File: src/rtl/ad9634_spi_pkg.sv
// rtl/ad9634_spi_pkg.sv - AD9634 SPI word layout, sequencer states and word builder
package ad9634_spi_pkg;

  // Field positions inside the 24-bit AD9634 instruction+data word
  localparam int RW_BIT   = 23;
  localparam int W_MSB    = 22;
  localparam int W_LSB    = 21;
  localparam int ADDR_MSB = 20;
  localparam int ADDR_LSB = 8;
  localparam int DATA_MSB = 7;
  localparam int DATA_LSB = 0;

  // Transfer-update register: writing 0x01 here commits shadowed settings
  localparam logic [12:0] REG_TRANSFER = 13'h0FF;

  typedef enum logic [2:0] {
    ST_IDLE,
    ST_ISSUE,
    ST_WAIT_LOW,
    ST_WAIT_HIGH,
    ST_SETTLE,
    ST_RESP
  } seq_state_t;

  // Single-byte transfer word; reads carry a zero data byte
  function automatic logic [23:0] build_word(input logic rw, input logic [12:0] addr,
                                             input logic [7:0] data);
    logic [23:0] w;
    w                    = '0;
    w[RW_BIT]            = rw;
    w[W_MSB:W_LSB]       = 2'b00;
    w[ADDR_MSB:ADDR_LSB] = addr;
    w[DATA_MSB:DATA_LSB] = rw ? 8'h00 : data;
    return w;
  endfunction

endpackage

File: src/rtl/spi_timeout_ctr.sv
// rtl/spi_timeout_ctr.sv - 16-bit saturating transfer watchdog counter
module spi_timeout_ctr #(
  parameter int unsigned LIMIT = 4096
) (
  input  logic clk,
  input  logic rst,
  input  logic clr,
  input  logic en,
  output logic expired,
  output logic hit_next
);

  localparam logic [16:0] LIMIT_W = 17'(LIMIT);

  logic [15:0] count;

  // Count enabled cycles, holding at all-ones rather than wrapping
  always_ff @(posedge clk) begin
    if (rst || clr) begin
      count <= '0;
    end else if (en && (count != 16'hFFFF)) begin
      count <= count + 16'd1;
    end
  end

  // hit_next flags the cycle whose increment lands on LIMIT, so the caller
  // can leave its wait state exactly LIMIT cycles after the count started
  assign expired  = {1'b0, count} >= LIMIT_W;
  assign hit_next = ({1'b0, count} + 17'd1) >= LIMIT_W;

endmodule

File: src/rtl/ad9634_cfg_sequencer.sv
// rtl/ad9634_cfg_sequencer.sv - AD9634 register read/write sequencer in front of spi_fsm
module ad9634_cfg_sequencer
  import ad9634_spi_pkg::*;
#(
  parameter int unsigned TIMEOUT_CYCLES = 4096,
  parameter bit          AUTO_UPDATE    = 1'b1,
  parameter logic [12:0] UPDATE_ADDR    = REG_TRANSFER,
  parameter logic [7:0]  UPDATE_DATA    = 8'h01
) (
  input  logic        clk,
  input  logic        rst,
  input  logic        cmd_valid,
  output logic        cmd_ready,
  input  logic        cmd_rw,
  input  logic [12:0] cmd_addr,
  input  logic [7:0]  cmd_wdata,
  output logic        rsp_valid,
  output logic [7:0]  rsp_rdata,
  output logic        rsp_err,
  output logic        busy,
  output logic        spi_load,
  output logic [23:0] spi_word,
  input  logic        spi_cs_n,
  input  logic [23:0] spi_rdata
);

  seq_state_t state, state_next;

  logic rw_q;
  logic upd_q;
  logic err_q;
  logic settle_q;
  logic accept;
  logic go_update;
  logic timeout_hit;
  logic tmo_clr;
  logic tmo_en;
  logic tmo_expired;
  logic tmo_hit_next;
  logic tmo;
  logic unused_rdata_hi;

  // Only the low data byte of the shifter's capture register is meaningful
  assign unused_rdata_hi = ^spi_rdata[23:8];

  spi_timeout_ctr #(
    .LIMIT(TIMEOUT_CYCLES)
  ) u_timeout (
    .clk     (clk),
    .rst     (rst),
    .clr     (tmo_clr),
    .en      (tmo_en),
    .expired (tmo_expired),
    .hit_next(tmo_hit_next)
  );

  assign tmo    = tmo_hit_next || tmo_expired;
  assign accept = cmd_valid && cmd_ready;

  // State register
  always_ff @(posedge clk) begin
    if (rst) begin
      state <= ST_IDLE;
    end else begin
      state <= state_next;
    end
  end

  // Next-state decode and per-state strobes
  always_comb begin
    state_next  = state;
    cmd_ready   = 1'b0;
    busy        = 1'b1;
    spi_load    = 1'b0;
    rsp_valid   = 1'b0;
    tmo_clr     = 1'b0;
    tmo_en      = 1'b0;
    go_update   = 1'b0;
    timeout_hit = 1'b0;
    case (state)
      ST_IDLE: begin
        cmd_ready = 1'b1;
        busy      = 1'b0;
        if (cmd_valid) state_next = ST_ISSUE;
      end
      ST_ISSUE: begin
        spi_load   = 1'b1;
        tmo_clr    = 1'b1;
        state_next = ST_WAIT_LOW;
      end
      ST_WAIT_LOW: begin
        tmo_en = 1'b1;
        if (tmo) begin
          timeout_hit = 1'b1;
          state_next  = ST_RESP;
        end else if (!spi_cs_n) begin
          state_next = ST_WAIT_HIGH;
        end
      end
      ST_WAIT_HIGH: begin
        tmo_en = 1'b1;
        if (tmo) begin
          timeout_hit = 1'b1;
          state_next  = ST_RESP;
        end else if (spi_cs_n) begin
          state_next = ST_SETTLE;
        end
      end
      ST_SETTLE: begin
        if (settle_q) begin
          if (AUTO_UPDATE && !rw_q && !upd_q) begin
            go_update  = 1'b1;
            state_next = ST_ISSUE;
          end else begin
            state_next = ST_RESP;
          end
        end
      end
      ST_RESP: begin
        rsp_valid  = 1'b1;
        state_next = ST_IDLE;
      end
      default: state_next = ST_IDLE;
    endcase
  end

  // Command latch, update/error/settle flags and the word held for the shifter
  always_ff @(posedge clk) begin
    if (rst) begin
      rw_q     <= 1'b0;
      upd_q    <= 1'b0;
      err_q    <= 1'b0;
      settle_q <= 1'b0;
      spi_word <= '0;
    end else begin
      settle_q <= (state == ST_SETTLE) && !settle_q;
      if (accept) begin
        rw_q     <= cmd_rw;
        upd_q    <= 1'b0;
        err_q    <= 1'b0;
        spi_word <= build_word(cmd_rw, cmd_addr, cmd_wdata);
      end
      if (go_update) begin
        upd_q    <= 1'b1;
        spi_word <= build_word(1'b0, UPDATE_ADDR, UPDATE_DATA);
      end
      if (timeout_hit) begin
        err_q <= 1'b1;
      end
    end
  end

  assign rsp_err   = (state == ST_RESP) && err_q;
  assign rsp_rdata = ((state == ST_RESP) && rw_q && !err_q) ? spi_rdata[7:0] : 8'h00;

endmodule

File: config.mk
export PLATFORM = sky130hd
export DESIGN_NAME = ad9634_cfg_sequencer
export DESIGN_NICKNAME = d
export VERILOG_FILES = /design/src/rtl/ad9634_spi_pkg.sv /design/src/rtl/spi_timeout_ctr.sv /design/src/rtl/ad9634_cfg_sequencer.sv
export SDC_FILE = /design/constraint.sdc
export NUM_CORES = 1
export LEC_CHECK = 0
export BUFFER_PORTS_ARGS = -buffer_cell sky130_fd_sc_hd__buf_2
export CAP_MARGIN = 20
export CORE_MARGIN = 2
export CORE_UTILIZATION = 50
export CTS_BUF_LIST = sky130_fd_sc_hd__clkbuf_2 sky130_fd_sc_hd__clkbuf_4 sky130_fd_sc_hd__clkbuf_8
export DETAILED_ROUTE_END_ITERATION = 16
export HOLD_SLACK_MARGIN = 0.15
export PLACE_DENSITY = 0.82
export SETUP_SLACK_MARGIN = 0.5
export SKIP_CTS_REPAIR_TIMING = 1
export SLEW_MARGIN = 20
export SYNTH_ARGS = -nofsm -noshare
export SYNTH_HDL_FRONTEND = slang
export SYNTH_HIERARCHICAL = 1
export SYNTH_SLANG_ARGS = --single-unit
File: constraint.sdc
create_clock -name clk -period 2.9 [get_ports clk]
set_input_delay 0.145 -clock clk [delete_from_list [all_inputs] [get_ports clk]]
set_output_delay 0.145 -clock clk [all_outputs]
set_load 0.02 [all_outputs]
==> impl_metrics.json, run 1 <==
{
  "synthArstFlopShare": 0,
  "place_inst": 366,
  "drv_cap": 0,
  "die_y_um": 70.1,
  "grt_pass1_vias": 1801,
  "status": "finished clean",
  "drt_wl_total_um": 5370,
  "rows": 24,
  "p_int_mw": 0.970,
  "fin_skew_ns": 0.00983,
  "min_from": "cmd_addr[1]",
  "vias_per_cell": 5.45,
  "numCtsBuffers": 5,
  "synth_cells": 257,
  "ys.flop_type": "dfxtp_1",
  "finalCritPeriodShare": 0.776,
  "ys.warnings.count": 6,
  "wl_per_cell_um": 13.7,
  "antenna_found_initial": 0,
  "nNetsFinal": 392,
  "drc_errors": 0,
  "cts_buffer_depth": 2,
  "setup_viol": 0,
  "drt_first_pass_iters": 4,
  "synth-seq-cells": 45,
  "min_path_type": "in2reg",
  "dp_hpwl_um": 3290,
  "fin_ws_ns": 0.650,
  "start_kind": "register",
  "grt-ovfl-total": 0,
  "synth.avg_cell_area_um2": 8.50,
  "synth_edf_count": 0,
  "antennaDiodeCount": 0,
  "final_cells": 393,
  "grtUsageTotal": 0.196,
  "start_util": 0.509,
  "whs_path_depth": 3,
  "crit_path_cell_trace": "nand4_4 > or4_4 > and3_2 > o21ai_0 > nor2_1 > a32oi_2 > a32oi_1 > nor2_1",
  "p_sw_frac": 0.322,
  "clock_sinks": 45,
  "cp-end-kind": "register",
  "path_clk_slew_ns": 0.08,
  "layout.cells.most_common": "buf_2",
  "gp_congestion": 0.791,
  "ys_types": 48,
  "syn2layout_area_growth_pct": 28.9,
  "num_vias": 2143,
  "slowest_delay_ns": 0.58,
  "r2r_end": "state[0]",
  "ctsRootBufferMaster": "clkbuf_8",
  "die_area_um2": 4910,
  "die_x_um": 70.1,
  "fp.coreArea_um2": 4290,
  "final_cell_mix": "68 x buf_2, 50 x nand2_1, 43 x dfxtp_1, 25 x a21oi_1, 19 x dlygate4sd3_1",
  "clock.fmax_ghz": 0.445,
  "portBuffers": 68,
  "power.leakage_nw": 1.17,
  "seqPwrFrac": 0.485,
  "p_clk_frac": 0.274,
  "grt_pass1_wl_um": 7980,
  "pre_cts_slack_ns": 0.638,
  "hold_viol": 0,
  "reg2reg_from": "u_timeout/count[5]",
  "irDropWorstVdd_mv": 0.325,
  "grt_max_degree": 26,
  "worstPathArrival_ns": 2.49,
  "required_ns": 3.14,
  "crit_slowest_cell": "or4_4",
  "num-fill-cells": 333,
  "worst-slew-pin-transition_ns": 0.608,
  "switchingPower_mw": 0.461,
  "cts_tree": "done",
  "tns_ns": 0,
  "htree_levels": 2,
  "path_class": "reg2reg",
  "layout-drive-gt1-share": 0.320,
  "p_per_area_nw_per_um2": 508,
  "p_comb_frac": 0.242,
  "drt_first_iter_violations": 156,
  "yosysSeqAreaShare": 0.412,
  "worstSkewPairLatency_ns": 0.30,
  "ant_nets": 0,
  "hold_end": "spi_word[9]",
  "crit_fanout": 10,
  "slew_headroom": 0.595,
  "maxSlewViolCount": 0,
  "crit_top_cell": "nor2_1",
  "syn_area_um2": 2180,
  "rsz0062_at_grt": "false",
  "num_io_pins": 87,
  "rr_worst_depth": 8,
  "fin_crit_ns": 2.25,
  "r2r_slack_ns": 0.65
}
metal layers:
layer / global-route usage / part of all wire / up-vias / wire length [um]
met5: 0 / 0 / - / 0
met4: 0.0556 / 0.012 / 0 / 66
met3: 0.0491 / 0.054 / 7 / 289
met2: 0.337 / 0.52 / 73 / 2800
met1: 0.245 / 0.41 / 993 / 2210
li1: - / - / 1070 / -
cells in the mapped netlist, types with 2 or more instances:
master	instances	area [um^2]
inv_1	5	18.8
nor3_1	5	25.0
nor2_1	11	41.3
nand3b_1	5	37.5
or3_2	4	30.0
o31ai_1	4	30.0
mux2i_1	3	30.0
and2_1	10	62.6
or3_1	6	37.5
or2_2	2	12.5
a32oi_1	2	17.5
buf_6	4	45.0
dfxtp_1	45	901
buf_4	5	37.5
and3b_1	2	17.5
nand3b_2	4	45.0
nand4_1	6	37.5
nand2b_1	2	12.5
a21oi_1	25	125
ha_1	2	25.0
or4_1	4	30.0
buf_2	3	15.0
buf_1	2	7.51
nor4_1	2	12.5
o21ai_0	8	40.0
nand3_1	2	10.0
a21oi_2	4	35.0
a31oi_1	9	56.3
nand2_1	50	188
clkbuf_1	3	11.3
final cells by class:
type | count | area [um^2] | share of cell area
Timing Repair Buffer | 92 | 568 | 0.202
Clock inverter | 2 | 15.0 | 0.00533
Clock buffer | 6 | 76.3 | 0.0271
Inverter | 5 | 18.8 | 0.00666
Tap cell | 52 | 65.1 | 0.0231
Sequential cell | 45 | 903 | 0.321
Multi-Input combinational cell | 191 | 1170 | 0.415
worst max-delay path by stage:
| stage | cells after the start | start | endpoint |
|---|---|---|---|
| 2_1_floorplan | 8 | u_timeout/count[3] | state[0] |
| 3_3_place_gp | 8 | u_timeout/count[3] | state[0] |
| 3_5_place_dp | 9 | u_timeout/count[1] | state[2] |
| 4_1_cts | 9 | u_timeout/count[1] | state[2] |
| 5_1_grt | 8 | u_timeout/count[1] | state[1] |
| 6_report | 8 | u_timeout/count[5] | state[0] |
power groups by stage:
stage / Sequential, mW / Clock (mW) / Combinational, mW
after CTS: 0.692 / 0.400 / 0.317
after global routing: 0.699 / 0.425 / 0.375
after global placement: 0.705 / 0 / 0.311
after floorplan: 0.723 / 0 / 0.220
after detailed placement: 0.706 / 0 / 0.316
final: 0.693 / 0.392 / 0.346
worst max-delay path, delay by kind of cell (launching register included):
kind	cells	cell delay (ns)
and+or+nand+nor	5	1.23
AOI/OAI and AO/OA	3	0.54
DFF	1	0.41
flip-flops by register name, indices dropped and copies added (netlist names):
signal,cells
u_timeout/count,16
err_q,1
settle_q,1
rw_q,1
spi_word,22
state,3
upd_q,1
cells by family after synthesis:
kind of cell / count (synthesis) / share of synthesized area
compound gates: 58 / 0.168
xor+xnor: 2 / 0.00802
fa+ha+maj: 2 / 0.0115
buf+inv: 22 / 0.0619
flops: 45 / 0.412
mux: 3 / 0.0137
other cells: 1 / 0.00172
simple gates: 124 / 0.323
through the flow:
stage          hold slack, ns  cell area, um^2  total power [mW]  utilization
6_report                0.127             2820              1.43        0.656
5_1_grt                 0.151             2820              1.50        0.656
4_1_cts                0.0690             2610              1.41        0.607
3_5_place_dp            0.392             2510              1.02        0.586
3_3_place_gp            0.387             2510              1.02        0.586
2_1_floorplan           0.281             2190             0.942            -
Note: power is estimated with default switching activity, not from simulation.
==> inputs of run 2 (changes only) <==
==> constraint.sdc (replaced) <==
create_clock -name clk -period 2.1 [get_ports clk]
set_input_delay 0.105 -clock clk [delete_from_list [all_inputs] [get_ports clk]]
set_output_delay 0.105 -clock clk [all_outputs]
set_load 0.02 [all_outputs]
==> impl_metrics.json, run 2 (synthesis results as in run 1) <==
{
  "reg2reg_from": "u_timeout/count[15]",
  "vias_per_cell": 5.84,
  "top_register": "spi_word",
  "path_clk_slew_ns": 0.09,
  "cp-end-kind": "register",
  "grtUsageTotal": 0.212,
  "wl_per_cell_um": 16.6,
  "drt_wl_total_um": 6930,
  "grt-ovfl-total": 0,
  "maxSlewViolCount": 0,
  "grt_pass1_wl_um": 8510,
  "dp_hpwl_um": 3570,
  "portBuffers": 68,
  "required_ns": 2.30,
  "crit_family": "simple AND/OR/NAND/NOR gates",
  "num_vias": 2436,
  "dpl-instance-area_um2": 2610,
  "slowest_delay_ns": 0.56,
  "worst-slew-pin-transition_ns": 0.634,
  "min_path_type": "in2reg",
  "syn2layout_area_growth_pct": 50.5,
  "fin_crit_ns": 2.07,
  "irDropWorstVdd_mv": 0.695,
  "slew_headroom": 0.574,
  "gp_congestion": 0.788,
  "crit_slowest_cell": "nor3_1",
  "die_x_um": 70.1,
  "drc_errors": 0,
  "startpoint": "u_timeout/count[15]",
  "path_class": "reg2reg",
  "cts_buffer_depth": 2,
  "crit_fanout": 4,
  "start_kind": "register",
  "power.total_mw": 2.21,
  "holdWs_ns": 0.172,
  "utilization": 0.766,
  "setup_viol": 0,
  "rows": 24,
  "hold_viol": 0,
  "worstPathArrival_ns": 2.26,
  "start_util": 0.509,
  "num-fill-cells": 266,
  "cts_tree": "done",
  "power.leakage_nw": 1.39,
  "largest_reg_flops": 22,
  "rsz0062_at_grt": "true",
  "p_per_area_nw_per_um2": 674,
  "finalCritPeriodShare": 0.985,
  "layout.cells.most_common": "buf_2",
  "numCtsBuffers": 5,
  "worstSkewPairLatency_ns": 0.31,
  "num_io_pins": 87,
  "crit_path_cell_trace": "nor3_1 > nand2b_1 > or3_1 > o2bb2ai_2 > a21oi_2 > nor2_1",
  "drt_first_pass_iters": 5,
  "drv_cap": 0,
  "tns_ns": 0,
  "die_y_um": 70.1,
  "min_from": "rst",
  "clock_sinks": 45,
  "antennaDiodeCount": 0,
  "crit_buf_inv": 0,
  "nNetsFinal": 416,
  "fin_area_um2": 3290,
  "ctsRootBufferMaster": "clkbuf_8",
  "fp.coreArea_um2": 4290,
  "clock.fmax_ghz": 0.484,
  "htree_levels": 2,
  "status": "finished clean",
  "layout-drive-gt1-share": 0.455,
  "die_area_um2": 4910,
  "final_cell_mix": "60 x buf_2, 50 x nand2_1, 32 x dfxtp_1, 23 x dlygate4sd3_1, 21 x buf_4",
  "grt_max_degree": 26,
  "antenna_found_initial": 0,
  "drt_first_iter_violations": 174,
  "reg.largest.list": "spi_word x22, u_timeout/count x16, state x3",
  "ant_nets": 0,
  "grt_pass1_vias": 1903,
  "fin_skew_ns": 0.00789
}
==> run 2: per-layer routing <==
layer / up-vias / routed length (um) / track usage
met3: 28 / 430 / 0.0433
met2: 136 / 3580 / 0.364
met1: 1150 / 2640 / 0.261
met5: - / 0 / 0
li1: 1122 / - / -
met4: 0 / 274 / 0.0812
==> run 2: cell type report <==
class | instances | area (um^2) | share of cell area
multi-input combinational | 191 | 1340 | 0.406
inverter | 5 | 18.8 | 0.00571
timing repair buffer | 116 | 817 | 0.248
sequential | 45 | 937 | 0.285
tap | 52 | 65.1 | 0.0198
clock inverter | 2 | 38.8 | 0.0118
clock buffer | 6 | 76.3 | 0.0232
==> run 2: final timing paths <==
kind	endpoint	slack, ns	depth (start not counted)
max reg2reg	state[2]	0.03	6
min reg2reg	spi_word[2]	0.46	2
min	u_timeout/count[6]	0.17	4
max	state[2]	0.03	6
==> run 2: worst min-delay path: stages <==
cell	delay, ns
buf_2	0.09
or2_2	0.10
or4_1	0.10
o21ai_1	0.05
==> run 2: power by group <==
| group | internal [mW] | total, mW | leakage, nW | switching (mW) |
|---|---|---|---|---|
| Sequential | 0.903 | 0.947 | 0.374 | 0.0434 |
| Clock | 0.370 | 0.679 | 0.0588 | 0.309 |
| Combinational | 0.242 | 0.589 | 0.954 | 0.346 |
==> run 2: per-stage QoR <==
step,setup slack (ns),cells
after floorplan,0.218,258
after global placement,0.171,371
after detailed placement,0.115,371
after CTS,0.0460,379
after global routing,-0.0232,417
final,0.0325,417
==> inputs of run 3 (changes only) <==
--- a/config.mk
+++ b/config.mk
@@ -8,15 +8,14 @@
 export BUFFER_PORTS_ARGS = -buffer_cell sky130_fd_sc_hd__buf_2
 export CAP_MARGIN = 20
 export CORE_MARGIN = 2
-export CORE_UTILIZATION = 50
+export CORE_UTILIZATION = 49
 export CTS_BUF_LIST = sky130_fd_sc_hd__clkbuf_2 sky130_fd_sc_hd__clkbuf_4 sky130_fd_sc_hd__clkbuf_8
 export DETAILED_ROUTE_END_ITERATION = 16
 export HOLD_SLACK_MARGIN = 0.15
-export PLACE_DENSITY = 0.82
+export PLACE_DENSITY = 0.81
 export SETUP_SLACK_MARGIN = 0.5
 export SKIP_CTS_REPAIR_TIMING = 1
 export SLEW_MARGIN = 20
 export SYNTH_ARGS = -nofsm -noshare
 export SYNTH_HDL_FRONTEND = slang
-export SYNTH_HIERARCHICAL = 1
 export SYNTH_SLANG_ARGS = --single-unit
==> impl_metrics.json, run 3 <==
{
  "status": "finished clean",
  "layout.cells.most_common": "buf_2",
  "worstPathArrival_ns": 1.93,
  "drt-met1-wl_um": 2650,
  "path_class": "reg2reg",
  "path_clk_slew_ns": 0.08,
  "final_cell_mix": "60 x buf_2, 45 x nand2_1, 31 x a21oi_1, 29 x dfxtp_1, 22 x dlygate4sd3_1",
  "cp-end-kind": "register",
  "syn2layout_area_growth_pct": 47.5,
  "crit_slowest_cell": "or4_1",
  "hold_viol": 0,
  "crit_path_cell_trace": "nand4_1 > or3_4 > or4_1 > a21oi_1",
  "grt_max_degree": 26,
  "fin_crit_ns": 1.70,
  "maxSlewViolCount": 0,
  "tns_ns": 0,
  "power.leakage_nw": 1.27,
  "multiInputGateArea_um2": 1210,
  "drv_cap": 0,
  "drt_first_pass_iters": 5,
  "synth_edf_count": 0,
  "ys_types": 43,
  "portBuffers": 68,
  "synth_cells": 263,
  "worstSkewPairLatency_ns": 0.30,
  "synth_top_area_cell": "dfxtp_1",
  "die_x_um": 69.6,
  "num-fill-cells": 293,
  "holdWs_ns": 0.137,
  "seqCellArea_um2": 951,
  "layout-drive-gt1-share": 0.386,
  "num_vias": 2385,
  "die_y_um": 69.6,
  "syn_area_um2": 2110,
  "p_per_area_nw_per_um2": 593,
  "slowest_delay_ns": 0.51,
  "gp_congestion": 0.851,
  "synth_area_leaders": "dfxtp_1 43%, a21oi_1 8.1%, nand2_1 8.0%",
  "yosysTopAreaCellShare": 0.428,
  "rows": 23,
  "ant_nets": 0,
  "yosysSeqAreaShare": 0.428,
  "fp.coreArea_um2": 4060,
  "antennaDiodeCount": 0,
  "dpl-instance-area_um2": 2500,
  "ys_top_cells_by_count": "45 x dfxtp_1, 45 x nand2_1, 34 x a21oi_1, 13 x clkbuf_1, 12 x o21ai_0",
  "wl_per_cell_um": 15.6,
  "cts_tree": "done",
  "synth.avg_cell_area_um2": 8.01,
  "die_area_um2": 4840,
  "finalCritPeriodShare": 0.809,
  "grt_pass1_vias": 1965,
  "clock_sinks": 45,
  "rr_worst_depth": 4,
  "dp_hpwl_um": 3660,
  "start_util": 0.519,
  "start_kind": "register",
  "whs_path_depth": 4,
  "largest_reg_flops": 22,
  "crit_fanout": 5,
  "num_io_pins": 87,
  "top_register": "spi_word",
  "drt_first_iter_violations": 129,
  "numCtsBuffers": 5,
  "grtUsageTotal": 0.218,
  "setup_viol": 0,
  "met2_length_um": 3330,
  "synth-seq-cells": 45,
  "cts_buffer_depth": 2,
  "grt-ovfl-total": 0,
  "vias_per_cell": 5.75,
  "fin_area_um2": 3110,
  "min_path_type": "in2reg",
  "drc_errors": 0,
  "reg.largest.list": "spi_word x22, u_timeout.count x16, state x3",
  "irDropWorstVdd_mv": 0.530,
  "ys.flop_type": "dfxtp_1",
  "highest_layer": "met4",
  "grt_pass1_wl_um": 8740,
  "ys.warnings.count": 0,
  "required_ns": 2.33,
  "drt_wl_total_um": 6470,
  "nNetsFinal": 416,
  "ctsRootBufferMaster": "clkbuf_8",
  "fin_skew_ns": 0.00877,
  "rsz0062_at_grt": "true",
  "met3_length_um": 371,
  "clock.fmax_ghz": 0.588,
  "synthArstFlopShare": 0,
  "htree_levels": 2,
  "antenna_found_initial": 0
}
-- run 3: cell count changes in the layout (fill, tap and decap cells not counted), sizes merged, moves of 3 or more --
cell and change:
nand2 -5, a21oi +5, inv +3, nor2 -5
o21ai +3, nand3 +5, a211oi +3, buf -4
-- run 3: worst max-delay path, delay by kind of cell, from the launching register on --
family	cells	cell delay (ns)
AND/OR/NAND/NOR	3	1.13
AO/OA/AOI/OAI	1	0.13
flip-flops	1	0.37
-- run 3: cell families after synthesis --
family	count (synthesis)	share of synthesized area
adders and majority gates	2	0.0119
AOI/OAI and AO/OA	69	0.190
other	1	0.00178
buffers and inverters	24	0.0475
DFF	45	0.428
muxes	1	0.00475
and+or+nand+nor	121	0.317
-- run 3: cell type report --
class,count,area share
multi-input combinational,195,0.391
sequential,45,0.306
timing repair buffer,110,0.244
clock buffer,5,0.0222
tap,50,0.0201
inverter,7,0.00846
clock inverter,3,0.00806
-- run 3: path summary, 6_finish.rpt --
check | slack (ns) | to | from
worst max-delay path | 0.40 | u_timeout.count[13] | u_timeout.count[3]
worst min-delay path | 0.14 | state[0] | spi_cs_n
worst max register to register | 0.40 | u_timeout.count[13] | u_timeout.count[3]
worst min register to register | 0.46 | spi_word[23] | spi_word[23]
-- run 3: stage by stage --
stage          worst slack, ns  utilization  total power, mW  instances
2_1_floorplan            0.224            -             1.15        264
3_3_place_gp             0.368        0.616             1.25        373
3_5_place_dp             0.337        0.616             1.26        373
4_1_cts                  0.245        0.640             1.79        381
5_1_grt                  0.380        0.765             1.92        415
6_report                 0.401        0.765             1.84        415
-- run 3: per-layer routing --
metal  vias to the layer above  GRT usage
met4                         0     0.0675
met5                         -          0
met2                       100      0.363
met3                        11     0.0640
met1                      1131      0.272
li1                       1143          -
-- run 3: report_power, final --
part / leakage (nW) / switching [mW] / internal [mW]
clock: 0.0447 / 0.310 / 0.240
combinational: 0.851 / 0.221 / 0.148
sequential: 0.377 / 0.0364 / 0.885
total: 1.27 / 0.568 / 1.27
